--- config.mk ---
export PLATFORM = sky130hd
export DESIGN_NAME = uart_tx_ctrl
export DESIGN_NICKNAME = d
export VERILOG_FILES = /design/src/rtl/uart_tx_ctrl.sv
export SDC_FILE = /design/constraint.sdc
export NUM_CORES = 1
export LEC_CHECK = 0
export ABC_AREA = 1
export CELL_PAD_IN_SITES_DETAIL_PLACEMENT = 0
export CELL_PAD_IN_SITES_GLOBAL_PLACEMENT = 1
export CORE_MARGIN = 10
export CORE_UTILIZATION = 46
export CTS_BUF_LIST = sky130_fd_sc_hd__clkbuf_4 sky130_fd_sc_hd__clkbuf_8 sky130_fd_sc_hd__clkbuf_16
export DETAILED_ROUTE_END_ITERATION = 16
export PLACE_DENSITY_LB_ADDON = 0.1
export SLEW_MARGIN = 5
export SYNTH_ARGS = -nofsm -noshare
export SYNTH_HDL_FRONTEND = slang
export SYNTH_SLANG_ARGS = --single-unit
--- constraint.sdc ---
create_clock -name clk -period 2.3 [get_ports clk]
set_input_delay 0.23 -clock clk [delete_from_list [all_inputs] [get_ports clk]]
set_output_delay 0.23 -clock clk [all_outputs]
set_load 0.005 [all_outputs]
--- src/rtl/uart_tx_ctrl.sv ---
// UART transmit control FSM: sequences load, per-bit shift and done
// strobes for a start + data + parity + stop frame.
module uart_tx_ctrl #(
  parameter int WORD_LENGTH = 8,
  parameter int BAUD_DIV    = 5208
) (
  input  logic clk,
  input  logic reset,
  input  logic transmit,
  output logic load,
  output logic shift,
  output logic transmit_int,
  output logic busy,
  output logic tx_done
);

  localparam int FRAME = WORD_LENGTH + 3;
  localparam int BW = (BAUD_DIV > 1) ? $clog2(BAUD_DIV) : 1;
  localparam int CW = $clog2(FRAME);
  localparam logic [BW-1:0] BAUD_LAST = BW'(BAUD_DIV - 1);
  localparam logic [CW-1:0] BIT_LAST = CW'(FRAME - 1);

  typedef enum logic [1:0] {
    IDLE,
    LOAD,
    SEND,
    DONE
  } state_t;

  state_t          state;
  state_t          state_nxt;
  logic            transmit_d;
  logic [BW-1:0]   baud_cnt;
  logic [CW-1:0]   bit_cnt;
  logic            start;
  logic            baud_end;

  assign start    = transmit & ~transmit_d;
  assign baud_end = (baud_cnt == BAUD_LAST);

  // Resetting high keeps a request held through reset from firing.
  always_ff @(posedge clk or negedge reset) begin
    if (!reset) transmit_d <= 1'b1;
    else        transmit_d <= transmit;
  end

  always_ff @(posedge clk or negedge reset) begin
    if (!reset) state <= IDLE;
    else        state <= state_nxt;
  end

  always_ff @(posedge clk or negedge reset) begin
    if (!reset) begin
      baud_cnt <= '0;
      bit_cnt  <= '0;
    end else if (state == IDLE && start) begin
      baud_cnt <= '0;
      bit_cnt  <= '0;
    end else if (state == SEND) begin
      if (baud_end) begin
        baud_cnt <= '0;
        bit_cnt  <= bit_cnt + 1'b1;
      end else begin
        baud_cnt <= baud_cnt + 1'b1;
      end
    end
  end

  always_comb begin
    state_nxt    = state;
    load         = 1'b0;
    shift        = 1'b0;
    transmit_int = 1'b0;
    tx_done      = 1'b0;
    unique case (state)
      IDLE: begin
        if (start) state_nxt = LOAD;
      end
      LOAD: begin
        load      = 1'b1;
        state_nxt = SEND;
      end
      SEND: begin
        transmit_int = 1'b1;
        if (baud_end) begin
          shift = 1'b1;
          if (bit_cnt == BIT_LAST) state_nxt = DONE;
        end
      end
      DONE: begin
        tx_done   = 1'b1;
        state_nxt = IDLE;
      end
      default: state_nxt = IDLE;
    endcase
  end

  assign busy = (state != IDLE);

endmodule

==> flow_summary.json, run 1 <==
{
  "core.rowCount": 19,
  "rsz0062_at_grt": "false",
  "grt_overflow_total": 0,
  "max_freq_mhz": 460,
  "dp_worst_setup_slack_ns": 0.428,
  "tightest_slew_ns": 0.490,
  "drt-initial-drc-count": 57,
  "hold_buffers": 0,
  "grtUsageTotal_pct": 11.2,
  "initial_core_util_pct": 47.7,
  "synth_top_area_cell": "dfrtp_1",
  "gp_congestion": 0.838,
  "drt.antenna.violating_nets": 0,
  "antenna_found_initial": 0,
  "clock_latency_ns": 0.30,
  "routedWlPerCell_microns": 12.4,
  "min_path_type": "input port to async pin",
  "grt_first_pass_wirelength_microns": 4950,
  "fin_cells": 215,
  "dr.pass1.iters": 4,
  "syn_avg_cell_area_sq_um": 7.63,
  "status": "complete, no violations",
  "comb_power_share_pct": 41.8,
  "place_hpwl_microns": 2110,
  "synthMuxAreaShare_pct": 0,
  "r2r_end": "baud_cnt[12]",
  "drt_wl_total_microns": 2660,
  "drc": 0,
  "grt_pass1_vias": 1138,
  "p_sw_w": 0.000475,
  "viasPerCell": 5.09,
  "fp.coreArea_sq_mm": 0.00273,
  "cts_htree_levels": 1,
  "pwr-share-clk_pct": 17.4,
  "intPower_w": 0.000720,
  "leakage_nw": 0.707,
  "ir_drop_mv": 0.736,
  "dieArea_sq_mm": 0.00537,
  "ios": 8,
  "crit_arrival_ns": 1.94,
  "layout_setup_ws_ns": 0.128,
  "rrSetupSlack_ns": 0.62,
  "max_slew_margin_pct": 67.3,
  "final_layout_size_suffix_gt1_share_pct": 14.1,
  "powerDensity_mw_per_mm2": 812,
  "fill_cells": 280,
  "synth-seq-cells": 20,
  "power_frac_seq_pct": 40.8,
  "crit_path_end_kind": "primary output",
  "synth-adder-area-share_pct": 6.71,
  "fin_nets": 195,
  "n_antenna_cell": 0,
  "dp.cells": 210,
  "r2r.worst_path.cells": 9,
  "skew_ns": 0.00127,
  "synth_top_family_by_area": "simple AND/OR/NAND/NOR gates",
  "ys_types": 26,
  "syn-cell-area_sq_mm": 0.00131,
  "report.final.setup_viol": 0,
  "fp.dieH_microns": 73.3,
  "worstSetupPathType": "flip-flop to primary output",
  "clock-sinks": 20,
  "synth_top_area_share_pct": 36.4,
  "clockBufferDepth": 2,
  "cts-root-buf": "clkbuf_4",
  "grt_max_degree": 12,
  "swShare_pct": 39.8,
  "yosysWarnings": 0,
  "synthCells": 171,
  "rr_startpoint": "state[0]",
  "period_share_pct": 94.4,
  "fin_crit_ns": 2.17,
  "crit_path_start_kind": "flip-flop",
  "crit_fanout": 4,
  "slew_viol_final": 0,
  "required_ns": 2.07,
  "syn2layout_area_growth_pct": 12.8,
  "synth-simple-area-share_pct": 42.0,
  "synth-compound-area-share_pct": 2.68,
  "num_vias": 1095,
  "maxCapViolations": 0,
  "setup_tns_ns": 0,
  "synth_fp_nets": 181,
  "hold_violations": 0,
  "io_buffers": 7,
  "chipWidth_microns": 73.3,
  "cts_tree": "yes",
  "cts_buffers": 3,
  "seq_area_frac_synth_pct": 38.4,
  "synth_xor_area_share_pct": 3.36,
  "clkTransAtPathRegs_ns": 0.12,
  "yosys-top-cells-area": "dfrtp_1 (36%), nand2_1 (13%), ha_1 (6.7%)"
}
==> power groups by stage <==
| stage | sequential, W | clock [W] | combinational (W) |
|---|---|---|---|
| after floorplan | 0.000480 | 0 | 0.000338 |
| after CTS | 0.000489 | 0.000220 | 0.000494 |
| after detailed placement | 0.000495 | 0 | 0.000492 |
| after global routing | 0.000501 | 0.000227 | 0.000568 |
| final | 0.000488 | 0.000208 | 0.000499 |
| after global placement | 0.000493 | 0 | 0.000484 |
==> registers in the layout, summed over array words and instances, names as in the netlist <==
signal and flops:
baud_cnt 13, bit_cnt 4, state 2, transmit_d 1
==> worst max path at each step <==
| stage | startpoint | endpoint | slack (ns) |
|---|---|---|---|
| 2_1_floorplan | state[0] | baud_cnt[6] | 0.81 |
| 5_1_grt | baud_cnt[1] | shift | 0.01 |
| 3_3_place_gp | baud_cnt[1] | shift | 0.45 |
| 4_1_cts | baud_cnt[1] | shift | 0.06 |
| 3_5_place_dp | baud_cnt[1] | shift | 0.43 |
| 6_report | baud_cnt[1] | shift | 0.13 |
==> cell usage after synthesis <==
| master | instances |
|---|---|
| a21oi_1 | 2 |
| and3_1 | 1 |
| and3b_1 | 1 |
| clkinv_1 | 1 |
| dfrtp_1 | 19 |
| dfstp_2 | 1 |
| ha_1 | 7 |
| inv_1 | 19 |
| inv_2 | 2 |
| inv_4 | 1 |
| nand2_1 | 46 |
| nand2_2 | 1 |
| nand2_4 | 3 |
| nand3_1 | 12 |
| nand3_4 | 2 |
| nand3b_1 | 2 |
| nand4_1 | 6 |
| nor2_1 | 23 |
| nor2_2 | 6 |
| nor2_4 | 2 |
| nor3_1 | 2 |
| nor3_2 | 1 |
| o21ai_0 | 4 |
| o21ai_1 | 1 |
| or2_2 | 1 |
| xor2_1 | 5 |
==> placed cells by master (no fill, tap or decap), drive strengths merged <==
cell type      Yosys  final
clkbuf             0      4
o21ai              5      5
nand3b             2      2
nand3             14     14
dfrtp             19     19
nand4              6      6
and3               1      1
xor2               5      5
and3b              1      1
dfstp              1      1
inv               22     22
clkdlybuf4s50      0      7
nor3               3      3
buf                0      2
ha                 7      7
nand2             50     50
or2                1      1
clkinv             1      1
a21oi              2      2
nor2              31     31
==> worst max-delay path, cell delays in order (launching register included) <==
cell and delay, ns:
dfrtp_1 0.39, ha_1 0.19, inv_1 0.10, nor3_4 0.24, nand3_4 0.12, inv_2 0.09, clkdlybuf4s50_1 0.50
==> stage by stage <==
step,total power (W),hold WS [ns],instance area (sq um),utilization (%)
detailed placement,0.000987,0.504,1420,52.0
finish,0.00120,0.243,1470,53.8
global route,0.00130,0.283,1470,53.8
floorplan,0.000818,-0.0656,1310,-
global placement,0.000978,0.496,1420,52.0
CTS,0.00120,0.262,1460,53.3
==> layer usage <==
layer / global-route usage, % / routed length [microns] / vias to the layer above
met5: 0 / 0 / -
met4: 3.16 / 14 / 0
met3: 2.83 / 125 / 2
met2: 19.2 / 1300 / 12
met1: 13.4 / 1230 / 515
li1: - / - / 566
==> cell type report <==
| type | instances | area, sq um | area share [%] |
|---|---|---|---|
| multi-input combinational | 128 | 721 | 49.0 |
| sequential | 20 | 502 | 34.1 |
| inverter | 23 | 88.8 | 6.04 |
| timing repair buffer | 9 | 85.1 | 5.78 |
| tap | 31 | 38.8 | 2.64 |
| clock buffer | 4 | 36.3 | 2.47 |
==> kinds of logic (layout without fill, tap and decap cells) <==
group | Yosys count | count (layout)
buf+inv | 23 | 36
simple gates | 109 | 109
xor+xnor | 5 | 5
fa+ha+maj | 7 | 7
compound gates | 7 | 7
flops | 20 | 20
==> repair_timing <==
item                       CTS  global route
setup endpoints to repair    0             1
buffers inserted             0             1
resized for setup            0             1
Power figures use the tool's default switching activity.
==> inputs of run 2 (changes only) <==
==> constraint.sdc (replaced) <==
create_clock -name clk -period 2.8 [get_ports clk]
set_input_delay 0.28 -clock clk [delete_from_list [all_inputs] [get_ports clk]]
set_output_delay 0.28 -clock clk [all_outputs]
set_load 0.005 [all_outputs]
==> run 2 against run 1 <==
  * Register-to-register slack gained 0.46 ns
  * Utilization is 0.18 points lower
  * Sequential share of layout area rose by 0.12 points
  * Cell count shrank 0.93%
  * Highest routed layer unchanged
  * Critical path type unchanged
  * Non-clock buffer count decreased by 2
  * Total power down 13%
  * Clock power increased by 14%
  * Largest cell class unchanged
  * Clock skew up 0.012 ns
  * Global-route usage rose by 0.22 points
==> flow_summary.json, run 2 (synthesized netlist as in run 1, its figures left out) <==
{
  "crit_path_end_kind": "primary output",
  "regMostFlops": "baud_cnt",
  "core.rowCount": 19,
  "hold_buffers": 0,
  "cts_htree_levels": 1,
  "period_share_pct": 80.0,
  "max_freq_mhz": 447,
  "initial_core_util_pct": 47.7,
  "grt_pass1_vias": 1112,
  "critPathTopFamily": "buffers and inverters",
  "drt_wl_total_microns": 2740,
  "grtUsageTotal_pct": 11.4,
  "drc": 0,
  "cts_buffers": 3,
  "worst_path_largest_cell_delay_ns": 0.50,
  "crit_buf_inv": 3,
  "fp.dieH_microns": 73.3,
  "dieArea_sq_mm": 0.00537,
  "setup_tns_ns": 0,
  "crit_fanout": 4,
  "cts_setup_buffers": 0,
  "final_layout_size_suffix_gt1_share_pct": 13.2,
  "largest_reg_flops": 13,
  "clkTransAtPathRegs_ns": 0.13,
  "tightest_slew_ns": 0.912,
  "hold_violations": 0,
  "leakage_nw": 0.705,
  "crit_arrival_ns": 1.96,
  "fin_crit_ns": 2.24,
  "crit_start": "baud_cnt[1]",
  "slew_viol_final": 0,
  "drt-initial-drc-count": 93,
  "worstSetupPathType": "flip-flop to primary output",
  "powerDensity_mw_per_mm2": 710,
  "io_buffers": 7,
  "largestRegisters": "baud_cnt x13, bit_cnt x4, state x2",
  "crit_slowest_cell": "clkdlybuf4s50_1",
  "chipWidth_microns": 73.3,
  "cts_tree": "yes",
  "report.final.setup_viol": 0,
  "antenna_found_initial": 0,
  "routedWlPerCell_microns": 12.8,
  "final_common_cell": "nand2_1",
  "rsz0062_at_grt": "false",
  "place_hpwl_microns": 2130,
  "maxCapViolations": 0,
  "drt.antenna.violating_nets": 0,
  "rr_startpoint": "state[0]",
  "max_slew_margin_pct": 39.0,
  "skew_ns": 0.0135,
  "clockBufferDepth": 2,
  "gp_congestion": 0.832,
  "clock_latency_ns": 0.31,
  "ir_drop_mv": 0.585,
  "status": "complete, no violations",
  "fin_cells": 213,
  "syn2layout_area_growth_pct": 12.4,
  "cts-root-buf": "clkbuf_4",
  "grt_first_pass_wirelength_microns": 4940,
  "dr.pass1.iters": 4,
  "fp.coreArea_sq_mm": 0.00273,
  "ctsResizeCount": 0,
  "n_antenna_cell": 0,
  "crit_path_start_kind": "flip-flop",
  "clock-sinks": 20,
  "required_ns": 2.52,
  "ios": 8,
  "layout_common_cells": "nand2_1 (46), nor2_1 (23), inv_1 (19), dfrtp_1 (19), nand3_1 (12)",
  "viasPerCell": 5.07,
  "num_vias": 1079,
  "cp_cell_sequence": "ha_1 > inv_1 > nor3_2 > nand3_4 > inv_2 > clkdlybuf4s50_1",
  "dp.cells": 209,
  "fill_cells": 259,
  "min_path_type": "input port to async pin",
  "grt_overflow_total": 0,
  "grt_max_degree": 21,
  "fin_nets": 193
}
[run 2: cell count changes in the layout (fill, tap and decap cells not counted), sizes merged]
| cell | before | now |
|---|---|---|
| clkbuf | 4 | 3 |
| buf | 2 | 0 |
| bufinv | 0 | 1 |
[run 2: layer usage]
| metal | GRT usage, % | vias up | part of all wire (%) |
|---|---|---|---|
| met4 | 4.43 | 0 | 0.73 |
| met2 | 20.2 | 12 | 50 |
| li1 | - | 559 | - |
| met5 | 0 | - | 0 |
| met3 | 3.23 | 2 | 5.1 |
| met1 | 12.5 | 506 | 45 |
[run 2: cell type report]
| class | instances | area (sq um) | share of cell area, % |
|---|---|---|---|
| Clock buffer | 3 | 22.5 | 1.54 |
| Clock inverter | 1 | 30.0 | 2.05 |
| Inverter | 23 | 88.8 | 6.06 |
| Multi-Input combinational cell | 128 | 714 | 48.7 |
| Sequential cell | 20 | 502 | 34.2 |
| Tap cell | 31 | 38.8 | 2.65 |
| Timing Repair Buffer | 7 | 70.1 | 4.78 |
[run 2: worst paths after layout]
check	end	slack (ns)	depth (start not counted)
hold reg to reg	baud_cnt[1]	0.54	2
hold / removal	state[1]	0.47	1
setup reg to reg	baud_cnt[12]	1.08	9
max in group asynchronous	state[0]	1.76	1
setup / recovery	shift	0.56	6
min in group clk	transmit_d	0.48	1
[run 2: per-stage QoR]
stage | hold WS (ns) | instance area, sq um | utilization [%] | setup slack (ns) | total power [W]
2_1_floorplan | -0.0156 | 1310 | - | 1.31 | 0.000672
3_3_place_gp | 0.495 | 1410 | 51.7 | 0.897 | 0.000802
3_5_place_dp | 0.506 | 1410 | 51.7 | 0.890 | 0.000814
4_1_cts | 0.469 | 1470 | 53.6 | 0.532 | 0.00106
5_1_grt | 0.473 | 1470 | 53.6 | 0.407 | 0.00113
6_report | 0.475 | 1470 | 53.6 | 0.561 | 0.00104
[run 2: worst reg2reg max path, cell delays in order, from the launching register on]
cell and delay [ns]:
dfrtp_1 0.44, inv_1 0.10, ha_1 0.33, inv_1 0.14, nand2_4 0.16, inv_2 0.09
nor2_1 0.17, nand4_1 0.11, nand2_1 0.07, nor2_1 0.04
[run 2: power by group]
part | total, W | switching [W] | internal, W
combinational | 0.000399 | 0.000241 | 0.000159
sequential | 0.000404 | 0.0000594 | 0.000345
clock | 0.000237 | 0.0000927 | 0.000145
total | 0.00104 | 0.000393 | 0.000648
